$ cat src/rtl/hazard_pkg.sv
// rtl/hazard_pkg.sv - shared types and constants for the pipeline hazard controller
package hazard_pkg;

  // Controller state: normal issue or waiting on a data-cache miss
  typedef enum logic {
    RUN      = 1'b0,
    MEM_WAIT = 1'b1
  } hazard_state_e;

  // Width of the MEM_WAIT cycle counter (saturates at 1023)
  localparam int WAIT_W = 10;

  // Register $zero never carries a real dependency
  localparam logic [4:0] REG_ZERO = 5'd0;

endpackage

$ cat src/rtl/hazard_sat_cnt.sv
// rtl/hazard_sat_cnt.sv - saturating event counter with sync clear and increment enable
//
// Ports:
//   clk_i  clock
//   clr_i  synchronous clear, wins over increment
//   inc_i  count one event at this edge
//   cnt_o  current count, holds at all-ones
module hazard_sat_cnt #(
  parameter int W = 16
) (
  input  logic         clk_i,
  input  logic         clr_i,
  input  logic         inc_i,
  output logic [W-1:0] cnt_o
);

  logic [W-1:0] r_cnt;

  always_ff @(posedge clk_i) begin
    if (clr_i) begin
      r_cnt <= '0;
    end else if (inc_i && (r_cnt != '1)) begin
      r_cnt <= r_cnt + W'(1);
    end
  end

  assign cnt_o = r_cnt;

endmodule

$ cat src/rtl/hazard_ctrl.sv
// rtl/hazard_ctrl.sv - stall/flush controller for the five-stage pipeline (load-use, cache miss, branch)
//
// Optional feature macro: HAZARD_PERF_EN (builds the three performance counters;
// without it the counter outputs are tied to zero).
//
// Ports:
//   clk_i, rst_i          clock, synchronous active-high reset
//   IDEX_memread_i/rt_i   load in EX and its destination register
//   IFID_rs_i/rt_i        source registers of the instruction in ID
//   branch_taken_i        branch in ID resolved taken
//   mem_req_i/mem_ack_i   data-cache access pending / completing this cycle
//   pc_write_o            PC may update
//   IFID_write_o          IF/ID may update
//   IDEX_bubble_o         zero ID/EX control fields
//   IFID_flush_o          clear IF/ID to nop
//   freeze_o              hold ID/EX, EX/MEM, MEM/WB
//   err_o                 sticky MEM_WAIT timeout
//   *_cnt_o               load-use bubbles, frozen cycles, flushes issued
module hazard_ctrl
  import hazard_pkg::*;
#(
  parameter int TIMEOUT = 1023,
  parameter int CNT_W   = 16
) (
  input  logic             clk_i,
  input  logic             rst_i,
  input  logic             IDEX_memread_i,
  input  logic [4:0]       IDEX_rt_i,
  input  logic [4:0]       IFID_rs_i,
  input  logic [4:0]       IFID_rt_i,
  input  logic             branch_taken_i,
  input  logic             mem_req_i,
  input  logic             mem_ack_i,
  output logic             pc_write_o,
  output logic             IFID_write_o,
  output logic             IDEX_bubble_o,
  output logic             IFID_flush_o,
  output logic             freeze_o,
  output logic             err_o,
  output logic [CNT_W-1:0] loaduse_cnt_o,
  output logic [CNT_W-1:0] memstall_cnt_o,
  output logic [CNT_W-1:0] flush_cnt_o
);

  localparam logic [WAIT_W-1:0] TIMEOUT_C = TIMEOUT[WAIT_W-1:0];

  hazard_state_e     r_state;
  hazard_state_e     w_state_nxt;
  logic [WAIT_W-1:0] r_wait_cnt;
  logic [WAIT_W-1:0] w_wait_nxt;
  logic              r_err;
  logic              w_freeze_cond;
  logic              w_loaduse;

  // Freeze is evaluated in both states so a cache hit never stalls and the
  // ack cycle itself is already unfrozen.
  assign w_freeze_cond = mem_req_i & ~mem_ack_i;
  assign w_loaduse     = IDEX_memread_i && (IDEX_rt_i != REG_ZERO) &&
                         ((IDEX_rt_i == IFID_rs_i) || (IDEX_rt_i == IFID_rt_i));

  always_ff @(posedge clk_i) begin
    if (rst_i) begin
      r_state    <= RUN;
      r_wait_cnt <= '0;
      r_err      <= 1'b0;
    end else begin
      r_state    <= w_state_nxt;
      r_wait_cnt <= w_wait_nxt;
      if ((r_state == MEM_WAIT) && (r_wait_cnt >= TIMEOUT_C)) begin
        r_err <= 1'b1;
      end
    end
  end

  always_comb begin
    w_state_nxt = r_state;
    w_wait_nxt  = r_wait_cnt;
    case (r_state)
      RUN: begin
        if (w_freeze_cond) begin
          w_state_nxt = MEM_WAIT;
          w_wait_nxt  = WAIT_W'(1);
        end
      end
      MEM_WAIT: begin
        // A stray ack (no request) still closes out the wait.
        if (mem_ack_i) begin
          w_state_nxt = RUN;
          w_wait_nxt  = '0;
        end else if (r_wait_cnt != '1) begin
          w_wait_nxt  = r_wait_cnt + WAIT_W'(1);
        end
      end
      default: begin
        w_state_nxt = RUN;
        w_wait_nxt  = '0;
      end
    endcase
  end

  // Priority: freeze > load-use > taken branch. A load-use seen while frozen is
  // simply not acted on; ID/EX is held, so it re-evaluates once unfrozen and
  // yields exactly one bubble. A branch under a load-use waits for the bubble.
  always_comb begin
    pc_write_o    = 1'b1;
    IFID_write_o  = 1'b1;
    IDEX_bubble_o = 1'b0;
    IFID_flush_o  = 1'b0;
    freeze_o      = 1'b0;
    if (!rst_i) begin
      if (w_freeze_cond) begin
        freeze_o     = 1'b1;
        pc_write_o   = 1'b0;
        IFID_write_o = 1'b0;
      end else if (w_loaduse) begin
        pc_write_o    = 1'b0;
        IFID_write_o  = 1'b0;
        IDEX_bubble_o = 1'b1;
      end else if (branch_taken_i) begin
        IFID_flush_o = 1'b1;
      end
    end
  end

  assign err_o = r_err;

`ifdef HAZARD_PERF_EN
  hazard_sat_cnt #(.W(CNT_W)) u_loaduse_cnt (
    .clk_i (clk_i),
    .clr_i (rst_i),
    .inc_i (IDEX_bubble_o),
    .cnt_o (loaduse_cnt_o)
  );

  hazard_sat_cnt #(.W(CNT_W)) u_memstall_cnt (
    .clk_i (clk_i),
    .clr_i (rst_i),
    .inc_i (freeze_o),
    .cnt_o (memstall_cnt_o)
  );

  hazard_sat_cnt #(.W(CNT_W)) u_flush_cnt (
    .clk_i (clk_i),
    .clr_i (rst_i),
    .inc_i (IFID_flush_o),
    .cnt_o (flush_cnt_o)
  );
`else
  assign loaduse_cnt_o  = '0;
  assign memstall_cnt_o = '0;
  assign flush_cnt_o    = '0;
`endif

endmodule

$ cat config.mk
export PLATFORM = sky130hd
export DESIGN_NAME = hazard_ctrl
export DESIGN_NICKNAME = d
export VERILOG_FILES = /design/src/rtl/hazard_pkg.sv /design/src/rtl/hazard_sat_cnt.sv /design/src/rtl/hazard_ctrl.sv
export SDC_FILE = /design/constraint.sdc
export NUM_CORES = 1
export LEC_CHECK = 0
export BUFFER_PORTS_ARGS = -buffer_cell sky130_fd_sc_hd__buf_2
export CORE_ASPECT_RATIO = 0.7
export CORE_MARGIN = 4
export CORE_UTILIZATION = 43
export DETAILED_ROUTE_END_ITERATION = 8
export GPL_ROUTABILITY_DRIVEN = 1
export GPL_TIMING_DRIVEN = 0
export PLACE_DENSITY = 0.8
export SYNTH_ARGS = -nofsm -noshare
export SYNTH_HDL_FRONTEND = slang
export SYNTH_SLANG_ARGS = --single-unit
$ cat constraint.sdc
create_clock -name clk_i -period 1.8 [get_ports clk_i]
set_input_delay 0.36 -clock clk_i [delete_from_list [all_inputs] [get_ports clk_i]]
set_output_delay 0.36 -clock clk_i [all_outputs]
set_load 0.01 [all_outputs]
==> out/results.txt, run 1 <==
commonest non-fill, non-tap cells in the layout - buf_4, conb_1, buf_2
clock buffer count from CTS - 3
Final Worst Setup Slack - -146 ps
die extent in x - 72.0 um
GRT Residual Overflow - 0
Root Buffer - clkbuf_8
area post-placement - 0.00158 mm^2
drt first pass iters - 4
Reg2Reg Capture Point - r_wait_cnt[0]$_SDFFE_PP0P_
diode count - 0
Power Density - 484 mW/mm^2
Layout Skew - 4.45 ps
clock sink total - 12
Ys Warns - 0
fmax - 514 MHz
RSZ-0062 raised after global routing - true
Synth cell types - 40
total area of sequential cells - 240 um^2
Placer Congestion - 0.779
Leak Pwr - 0.000885 uW
Crit-path slowest cell - or4_4
number of fill cells - 234
critical path required time - 1440 ps
Min Clock Period, post-route - 1950 ps
CTS H-tree lvls - 1
Crit Path Category - input pin to primary output
Final Setup Violations - 4
Hold Path Stages - 2
# rows - 15
failing checks - negative setup slack
Synth Area per Inst - 8.12 um^2
largest net degree at the start of global routing - 10
crit path max fanout - 2
Tcrit/Tclk final - 108%
CORE AREA - 0.00259 mm^2
Synth-to-Final Area Change - 39.1%
post-DR wirelength/cell - 11.0 um
Reg clk slew, reported paths - 50 ps
fin area - 0.00172 mm^2
internal power component - 595 uW
Hold Path End - r_state$_SDFF_PP0_
CP startpoint kind - input pin
Vias - 1,158
switch share - 28.5%
GRT Util Overall - 14.3%
initial core utilization - 47.6%
Crit Reg-Reg Startpoint - r_wait_cnt[0]$_SDFFE_PP0P_
Clock power frac - 36.4%
number of DRC markers in iteration 0 - 74
Gate power share - 30.8%
DRC Markers - 0
die height - 52.8 um
Most used DFF post-synth - dfxtp_1
Seq pwr share - 32.8%
register area share after synthesis - 19.5%
Nets - 253
Synth Cell Area - 0.00123 mm^2
multi-input combinational cell area - 810 um^2
Die ar. - 0.00380 mm^2
hold path startpoint - mem_ack_i
commonest non-fill, non-tap cell in the layout - buf_4
Yosys reg bits - 12
number of synthesized flops with an enable pin - 0
Async S/R FF share, synth - 0%
# port buffers - 24
Setup TNS Final - -455 ps
ANT nets after route - 0
initial antenna violation count - 0
first-pass GRT wire length - 4290 um
Worst-Skew Late Latency - 250 ps
worst reg-to-reg path cell count - 5
Syn Inst Count - 152
CTS max path bufs - 2
endpoints failing hold - 0
switching power - 236 uW
maxcap violations - 0
CTS tree - done
CP arrival - 1590 ps
Worst Hold Class - input pin to flip-flop
outcome - finished with violations
CP peak stage delay - 530 ps
vias per cell - 4.39
dpl hpwl - 2230 um
Final Slew Violations - 0
worst path cell trace - buf_8 > or4_4 > o21ai_4 > buf_4 > inv_2 > and3_1 > buf_2
IO Pins - 75
Detailed Route WL - 2890 um
vias in the first global route - 1,035
CP endpoint kind - primary output
r2r setup slk - 150 ps
Peak VDD IR - 195 uV
share of cells above drive strength 1 - 42.2%
==> flip-flops by register name (all words and copies together), names as in the netlist <==
register,count
r_state,1
r_wait_cnt,10
err_o,1
==> metal layers <==
| metal | GRT usage [%] | share of wire (%) | vias to the layer above |
|---|---|---|---|
| met4 | 5.31 | 2.9 | 0 |
| li1 | - | - | 590 |
| met3 | 4.02 | 6.4 | 10 |
| met1 | 16.5 | 41 | 510 |
| met5 | 0 | 0 | - |
| met2 | 25.3 | 50 | 48 |
==> power by group through the flow <==
stage | Sequential (uW) | Clock, uW | Combinational [uW]
finish | 272 | 303 | 256
global route | 273 | 321 | 279
CTS | 272 | 305 | 237
detailed placement | 278 | 0 | 228
global placement | 278 | 0 | 227
floorplan | 277 | 0 | 187
==> critical path, delay by kind of cell <==
kind                   cells  cell delay, ps
and+or+nand+nor            2             670
AOI/OAI and AO/OA          1             160
buffers and inverters      4             380
==> how the worst max path moves through the flow <==
stage | from | to | slack (ps) | depth (start not counted)
2_1_floorplan | IDEX_rt_i[1] | pc_write_o | 2 | 5
4_1_cts | IDEX_rt_i[4] | pc_write_o | -150 | 7
6_report | IDEX_rt_i[2] | IDEX_bubble_o | -150 | 7
3_5_place_dp | IDEX_rt_i[1] | pc_write_o | -220 | 7
3_3_place_gp | IDEX_rt_i[1] | pc_write_o | -200 | 7
5_1_grt | IDEX_rt_i[2] | pc_write_o | -180 | 7
==> cell families after synthesis <==
logic type | synth area share [%]
buffers and inverters | 32.5
AND/OR/NAND/NOR | 20.8
AO/OA/AOI/OAI | 16.4
flip-flops | 19.5
XOR/XNOR | 7.10
multiplexers | 2.43
adder cells (fa/ha/maj) | 1.01
other | 0.304
==> per-stage QoR <==
stage / utilization (%) / setup WS (ps) / total power [uW] / instances / hold WS (ps)
floorplan: - / 2.35 / 464 / 199 / 485
global placement: 60.9 / -201 / 505 / 257 / 465
detailed placement: 60.9 / -216 / 506 / 257 / 496
CTS: 64.4 / -145 / 815 / 262 / 412
global route: 66.3 / -179 / 873 / 264 / 428
finish: 66.3 / -146 / 831 / 264 / 411
==> what timing repair did <==
item	4_1_cts	5_1_grt
setup buffers	1	2
hold buffers	0	0
hold endpoints to repair	0	0
pin swaps	5	4
setup endpoints to repair	4	6
gates resized for setup	8	7
==> layout make-up <==
| cell class | count | area share, % |
|---|---|---|
| flip-flops and latches | 12 | 14.0 |
| plain buffers | 52 | 22.2 |
| well taps | 34 | 2.48 |
| multi-input cells | 130 | 47.2 |
| clock buffers | 4 | 3.21 |
| inverters | 5 | 1.09 |
| repair buffers | 27 | 9.84 |
==> cell usage after synthesis (all sizes together), types with 2 or more instances <==
cell	count	share of area [%]
nand2b	2	1.6
dfxtp	12	19
or4	4	2.4
buf	51	31
inv	5	1.5
a211o	2	1.4
o31ai	3	1.8
nor2b	3	2.1
a21oi	7	2.8
nand4	2	2.2
mux2i	3	2.4
nand2	6	1.8
xnor2	10	7.1
nor3	2	1.7
a2111oi	2	2.4
nor2	10	3.0
o21ai	6	2.7
nand3	5	2.0
a211oi	3	1.8
Note: power is estimated with default switching activity, not from simulation.
==> run 2: changes to the inputs <==
--- a/config.mk
+++ b/config.mk
@@ -8,11 +8,10 @@
 export BUFFER_PORTS_ARGS = -buffer_cell sky130_fd_sc_hd__buf_2
 export CORE_ASPECT_RATIO = 0.7
 export CORE_MARGIN = 4
-export CORE_UTILIZATION = 43
+export CORE_UTILIZATION = 39
 export DETAILED_ROUTE_END_ITERATION = 8
-export GPL_ROUTABILITY_DRIVEN = 1
 export GPL_TIMING_DRIVEN = 0
-export PLACE_DENSITY = 0.8
+export PLACE_DENSITY = 0.76
 export SYNTH_ARGS = -nofsm -noshare
 export SYNTH_HDL_FRONTEND = slang
 export SYNTH_SLANG_ARGS = --single-unit
==> constraint.sdc (replaced) <==
create_clock -name clk_i -period 1.65 [get_ports clk_i]
set_input_delay 0.33 -clock clk_i [delete_from_list [all_inputs] [get_ports clk_i]]
set_output_delay 0.33 -clock clk_i [all_outputs]
set_load 0.01 [all_outputs]
==> out/results.txt, run 2 (same netlist as run 1, synthesis figures left out) <==
CTS tree - done
first-pass GRT wire length - 3910 um (-9.0%)
M1 GR Usage - 15.3% (-1.2 points)
Final Worst Setup Slack - -178 ps (-32.0 ps)
outcome - finished with violations
initial antenna violation count - 0 (unchanged)
Setup TNS Final - -494 ps (-39.0 ps)
GRT Residual Overflow - 0 (unchanged)
vias per cell - 4.19 (-4.4%)
Die ar. - 0.00414 mm^2 (+8.9%)
clock sink total - 12 (unchanged)
Leak Pwr - 0.000877 uW (-0.96%)
met3 usage - 3.43% (-0.59 points)
max reg flops - 10 (unchanged)
die extent in x - 75.2 um (+4.5%)
DRC Markers - 0 (unchanged)
vias in the first global route - 901 (-13%)
Nets - 252 (-0.40%)
commonest non-fill, non-tap cells in the layout - buf_4, conb_1, buf_2
Hold Buf Count CTS - 0 (unchanged)
# port buffers - 24 (unchanged)
crit path max fanout - 2 (unchanged)
GRT Util Overall - 12.6% (-1.7 points)
CORE AREA - 0.00290 mm^2 (+12%)
IO Pins - 75 (unchanged)
CP peak stage delay - 520 ps (about the same)
CP endpoint kind - primary output
fmax - 547 MHz
initial core utilization - 42.5% (-5.1 points)
CTS H-tree lvls - 1 (unchanged)
Final Setup Violations - 4 (unchanged)
share of cells above drive strength 1 - 41.9% (-0.25 points)
Root Buffer - clkbuf_8
maxcap violations - 0 (unchanged)
Vias - 1,111 (-4.1%)
Worst Hold Class - input pin to flip-flop
endpoints failing hold - 0 (unchanged)
met2 Usage GRT - 20.8% (-4.5 points)
Min Clock Period, post-route - 1830 ps
CP startpoint kind - input pin
Final Slew Violations - 0 (unchanged)
Layout Skew - 5.66 ps (+1.21 ps)
Power Density - 525 mW/mm^2 (+8.4%)
Peak VDD IR - 228 uV (+17%)
most flop-heavy register - r_wait_cnt
Crit Path Category - input pin to primary output
Tcrit/Tclk final - 111%
Worst-Skew Late Latency - 250 ps (about the same)
CTS max path bufs - 2 (unchanged)
ANT nets after route - 0 (unchanged)
die height - 55.1 um (+4.2%)
dpl hpwl - 2170 um (-2.9%)
post-layout util - 59.0% (-7.3 points)
# rows - 16 (+1)
CP arrival - 1500 ps (-90 ps)
drt first pass iters - 4 (unchanged)
commonest non-fill, non-tap cell in the layout - buf_4
RSZ-0062 raised after global routing - true
Placer Congestion - 0.798 (+2.4%)
Top Usage Layer GRT - met2
clock buffer count from CTS - 3 (unchanged)
Detailed Route WL - 2710 um (-6.5%)
diode count - 0 (unchanged)
critical path required time - 1320 ps (-120 ps)
worst path cell trace - buf_8 > or4_4 > o21ai_2 > nor2_1 > a21oi_2 > buf_4 > buf_6
post-DR wirelength/cell - 10.2 um (-6.8%)
Crit-path slowest cell - or4_4
Synth-to-Final Area Change - 38.7%
largest net degree at the start of global routing - 10 (unchanged)
failing checks - negative setup slack
number of DRC markers in iteration 0 - 61 (-18%)
Reg clk slew, reported paths - 60 ps (about the same)
## run 2: final timing paths
kind,slack (ps),from,cells past startpoint,end
worst max-delay path,-180,IDEX_rt_i[4],7,pc_write_o
worst min-delay path,380,mem_ack_i,2,r_state$_SDFF_PP0_
worst max register to register,150,r_wait_cnt[2]$_SDFFE_PP0P_,4,r_wait_cnt[9]$_SDFFE_PP0P_
worst min register to register,480,err_o$_SDFFE_PP0P_,2,err_o$_SDFFE_PP0P_
## run 2: cell type report
type                    count  area, um^2
clock buffers               4        55.1
flip-flops and latches     12         241
multi-input cells         130         808
repair buffers             26         158
fillers                   287        1190
well taps                  36        45.0
inverters                   5        22.5
plain buffers              52         382
## run 2: where the power goes
group / leakage, uW / switching [uW] / internal (uW) / total (uW)
Sequential: 0.0000974 / 5.15 / 294 / 299
Combinational: 0.000750 / 131 / 140 / 271
Clock: 0.0000288 / 117 / 211 / 329
Total: 0.000876 / 253 / 645 / 898
## run 2: critical path: cells and delay by family
family                 cells  cell delay [ps]
AOI/OAI and AO/OA          2              280
buffers and inverters      3              300
and+or+nand+nor            2              590
## run 2: per-layer routing
metal  share of wire (%)  routed length, um
met2                  52               1400
met1                  42               1140
met5                   0                  0
met3                 4.6                125
met4                 1.5                 41
## run 2: repair_timing
action / CTS / global route
buffers inserted: 1 / 1
resized for setup: 9 / 5
setup endpoints to repair: 7 / 11
pin swaps: 5 / 6
## run 2: through the flow
stage | std cells | setup slack (ps) | area, um^2 | power (uW) | hold WS (ps)
4_1_cts | 264 | -232 | 1680 | 891 | 384
2_1_floorplan | 199 | -74.9 | 1410 | 506 | 485
3_3_place_gp | 259 | -276 | 1580 | 551 | 471
3_5_place_dp | 259 | -267 | 1580 | 552 | 459
6_report | 265 | -178 | 1710 | 898 | 385
5_1_grt | 265 | -230 | 1710 | 948 | 389
==> run 3: changes to the inputs <==
--- a/config.mk
+++ b/config.mk
@@ -6,12 +6,14 @@
 export NUM_CORES = 1
 export LEC_CHECK = 0
 export BUFFER_PORTS_ARGS = -buffer_cell sky130_fd_sc_hd__buf_2
+export CELL_PAD_IN_SITES_DETAIL_PLACEMENT = 2
+export CELL_PAD_IN_SITES_GLOBAL_PLACEMENT = 2
 export CORE_ASPECT_RATIO = 0.7
 export CORE_MARGIN = 4
-export CORE_UTILIZATION = 39
+export CORE_UTILIZATION = 20
 export DETAILED_ROUTE_END_ITERATION = 8
 export GPL_TIMING_DRIVEN = 0
-export PLACE_DENSITY = 0.76
+export PLACE_DENSITY_LB_ADDON = 0.1
 export SYNTH_ARGS = -nofsm -noshare
 export SYNTH_HDL_FRONTEND = slang
 export SYNTH_SLANG_ARGS = --single-unit
==> out/results.txt, run 3 (same netlist as run 1, synthesis figures left out) <==
outcome - finished with violations
failing checks - negative setup slack
CORE AREA - 0.00584 mm^2 (+100%)
fin area - 0.00176 mm^2 (+2.6%)
Hold Buf Count CTS - 0 (unchanged)
Root Buffer - clkbuf_8
IO Pins - 75 (unchanged)
Final Setup Violations - 4 (unchanged)
drt first pass iters - 2 (-2)
diode count - 0 (unchanged)
die extent in x - 102 um (+35%)
Vias - 1,185 (+6.7%)
area post-placement - 0.00163 mm^2 (+3.1%)
Min Clock Period, post-route - 1860 ps (+31.2 ps)
post-layout util - 30.0% (-29 points)
Peak VDD IR - 193 uV (-15%)
crit path max fanout - 2 (unchanged)
Final Power - 860 uW (-4.3%)
M1 WL - 1640 um (+44%)
Synth-to-Final Area Change - 42.3%
CP startpoint kind - input pin
initial antenna violation count - 0 (unchanged)
met2 WL - 1950 um (+39%)
Placer Congestion - 0.785 (-1.7%)
worst slack, placed - -342 ps (-75.0 ps)
Tcrit/Tclk final - 113% (+1.9 points)
clock buffer count from CTS - 3 (unchanged)
Worst-Skew Late Latency - 240 ps (about the same)
clock sink total - 12 (unchanged)
GRT Residual Overflow - 0 (unchanged)
largest net degree at the start of global routing - 10 (unchanged)
die height - 73.7 um (+34%)
Final Slew Violations - 0 (unchanged)
share of cells above drive strength 1 - 43.0% (+1.1 points)
Detailed Route WL - 3810 um (+41%)
ANT nets after route - 0 (unchanged)
CTS H-tree lvls - 1 (unchanged)
Crit Path Category - input pin to primary output
maxcap violations - 0 (unchanged)
# rows - 23 (+7)
metal3 WL - 215 um (+72%)
RSZ-0062 raised after global routing - true
initial core utilization - 21.1% (-21 points)
Reg clk slew, reported paths - 50 ps (about the same)
Leak Pwr - 0.000869 uW (-0.82%)
top sig layer - met4
Nets - 252 (unchanged)
commonest non-fill, non-tap cells in the layout - buf_4, conb_1, buf_2
Layout Skew - 7.58 ps (+1.92 ps)
CTS tree - done
Worst Hold Class - input pin to flip-flop
Final Worst Setup Slack - -209 ps (-31.2 ps)
CP arrival - 1530 ps (+30 ps)
endpoints failing hold - 0 (unchanged)
max reg flops - 10 (unchanged)
most flop-heavy register - r_wait_cnt
fmax - 538 MHz (-1.7%)
vias in the first global route - 1,306 (+45%)
post-DR wirelength/cell - 12.6 um (+23%)
critical path required time - 1320 ps (about the same)
CP endpoint kind - primary output
WHS - 410 ps (+25.1 ps)
vias per cell - 3.91 (-6.7%)
dpl hpwl - 3260 um (+50%)
# port buffers - 24 (unchanged)
commonest non-fill, non-tap cell in the layout - buf_4
Power Density - 490 mW/mm^2 (-6.7%)
Die ar. - 0.00751 mm^2 (+81%)
CTS max path bufs - 2 (unchanged)
number of DRC markers in iteration 0 - 12 (-80%)
first-pass GRT wire length - 5960 um (+53%)
DRC Markers - 0 (unchanged)
GRT Util Overall - 9.90% (-2.7 points)
[run 3: cell types whose count changed in the layout (fill, tap and decap cells not counted), sizes merged]
cell / change
inv: +1
clkbuf: -1
clkinvlp: -1
[run 3: final timing paths]
| check | to | start | depth (start not counted) | slack [ps] |
|---|---|---|---|---|
| hold / removal | r_state$_SDFF_PP0_ | mem_ack_i | 2 | 410 |
| hold reg to reg | err_o$_SDFFE_PP0P_ | err_o$_SDFFE_PP0P_ | 2 | 510 |
| setup / recovery | pc_write_o | IDEX_rt_i[4] | 7 | -210 |
| setup reg to reg | r_wait_cnt[0]$_SDFFE_PP0P_ | r_wait_cnt[0]$_SDFFE_PP0P_ | 5 | 180 |
[run 3: stage by stage]
step	std cells	setup TNS, ps
detailed placement	298	-1380
CTS	302	-802
finish	303	-660
floorplan	199	-74.9
global placement	298	-1080
global route	303	-945
[run 3: power by group]
group / leakage (uW) / internal, uW / total [uW] / switching (uW)
combinational: 0.000750 / 141 / 283 / 142
sequential: 0.0000979 / 294 / 298 / 4.12
clock: 0.0000216 / 161 / 279 / 118
[run 3: area by class of cell]
class | instances | area, um^2
Inverter | 5 | 18.8
Multi-Input combinational cell | 130 | 813
Sequential cell | 12 | 243
Clock buffer | 3 | 41.3
Buffer | 52 | 382
Timing Repair Buffer | 26 | 164
Fill cell | 701 | 4090
Tap cell | 75 | 93.8
[run 3: repair_timing]
item | in CTS | in global routing
buffers inserted | 1 | 1
setup endpoints to repair | 7 | 8
pin swaps | 5 | 3
resized for setup | 13 | 5
[run 3: worst max-delay path: stages]
cell     delay, ps
buf_8           90
or4_4          540
o21ai_4        150
nor2_2          50
a21oi_2        150
buf_4          120
buf_6           90
[run 3: layer usage]
| metal | vias up | GRT usage (%) |
|---|---|---|
| met1 | 568 | 12.1 |
| met5 | - | 0 |
| met3 | 2 | 2.18 |
| li1 | 582 | - |
| met4 | 0 | 0.873 |
| met2 | 33 | 18.5 |
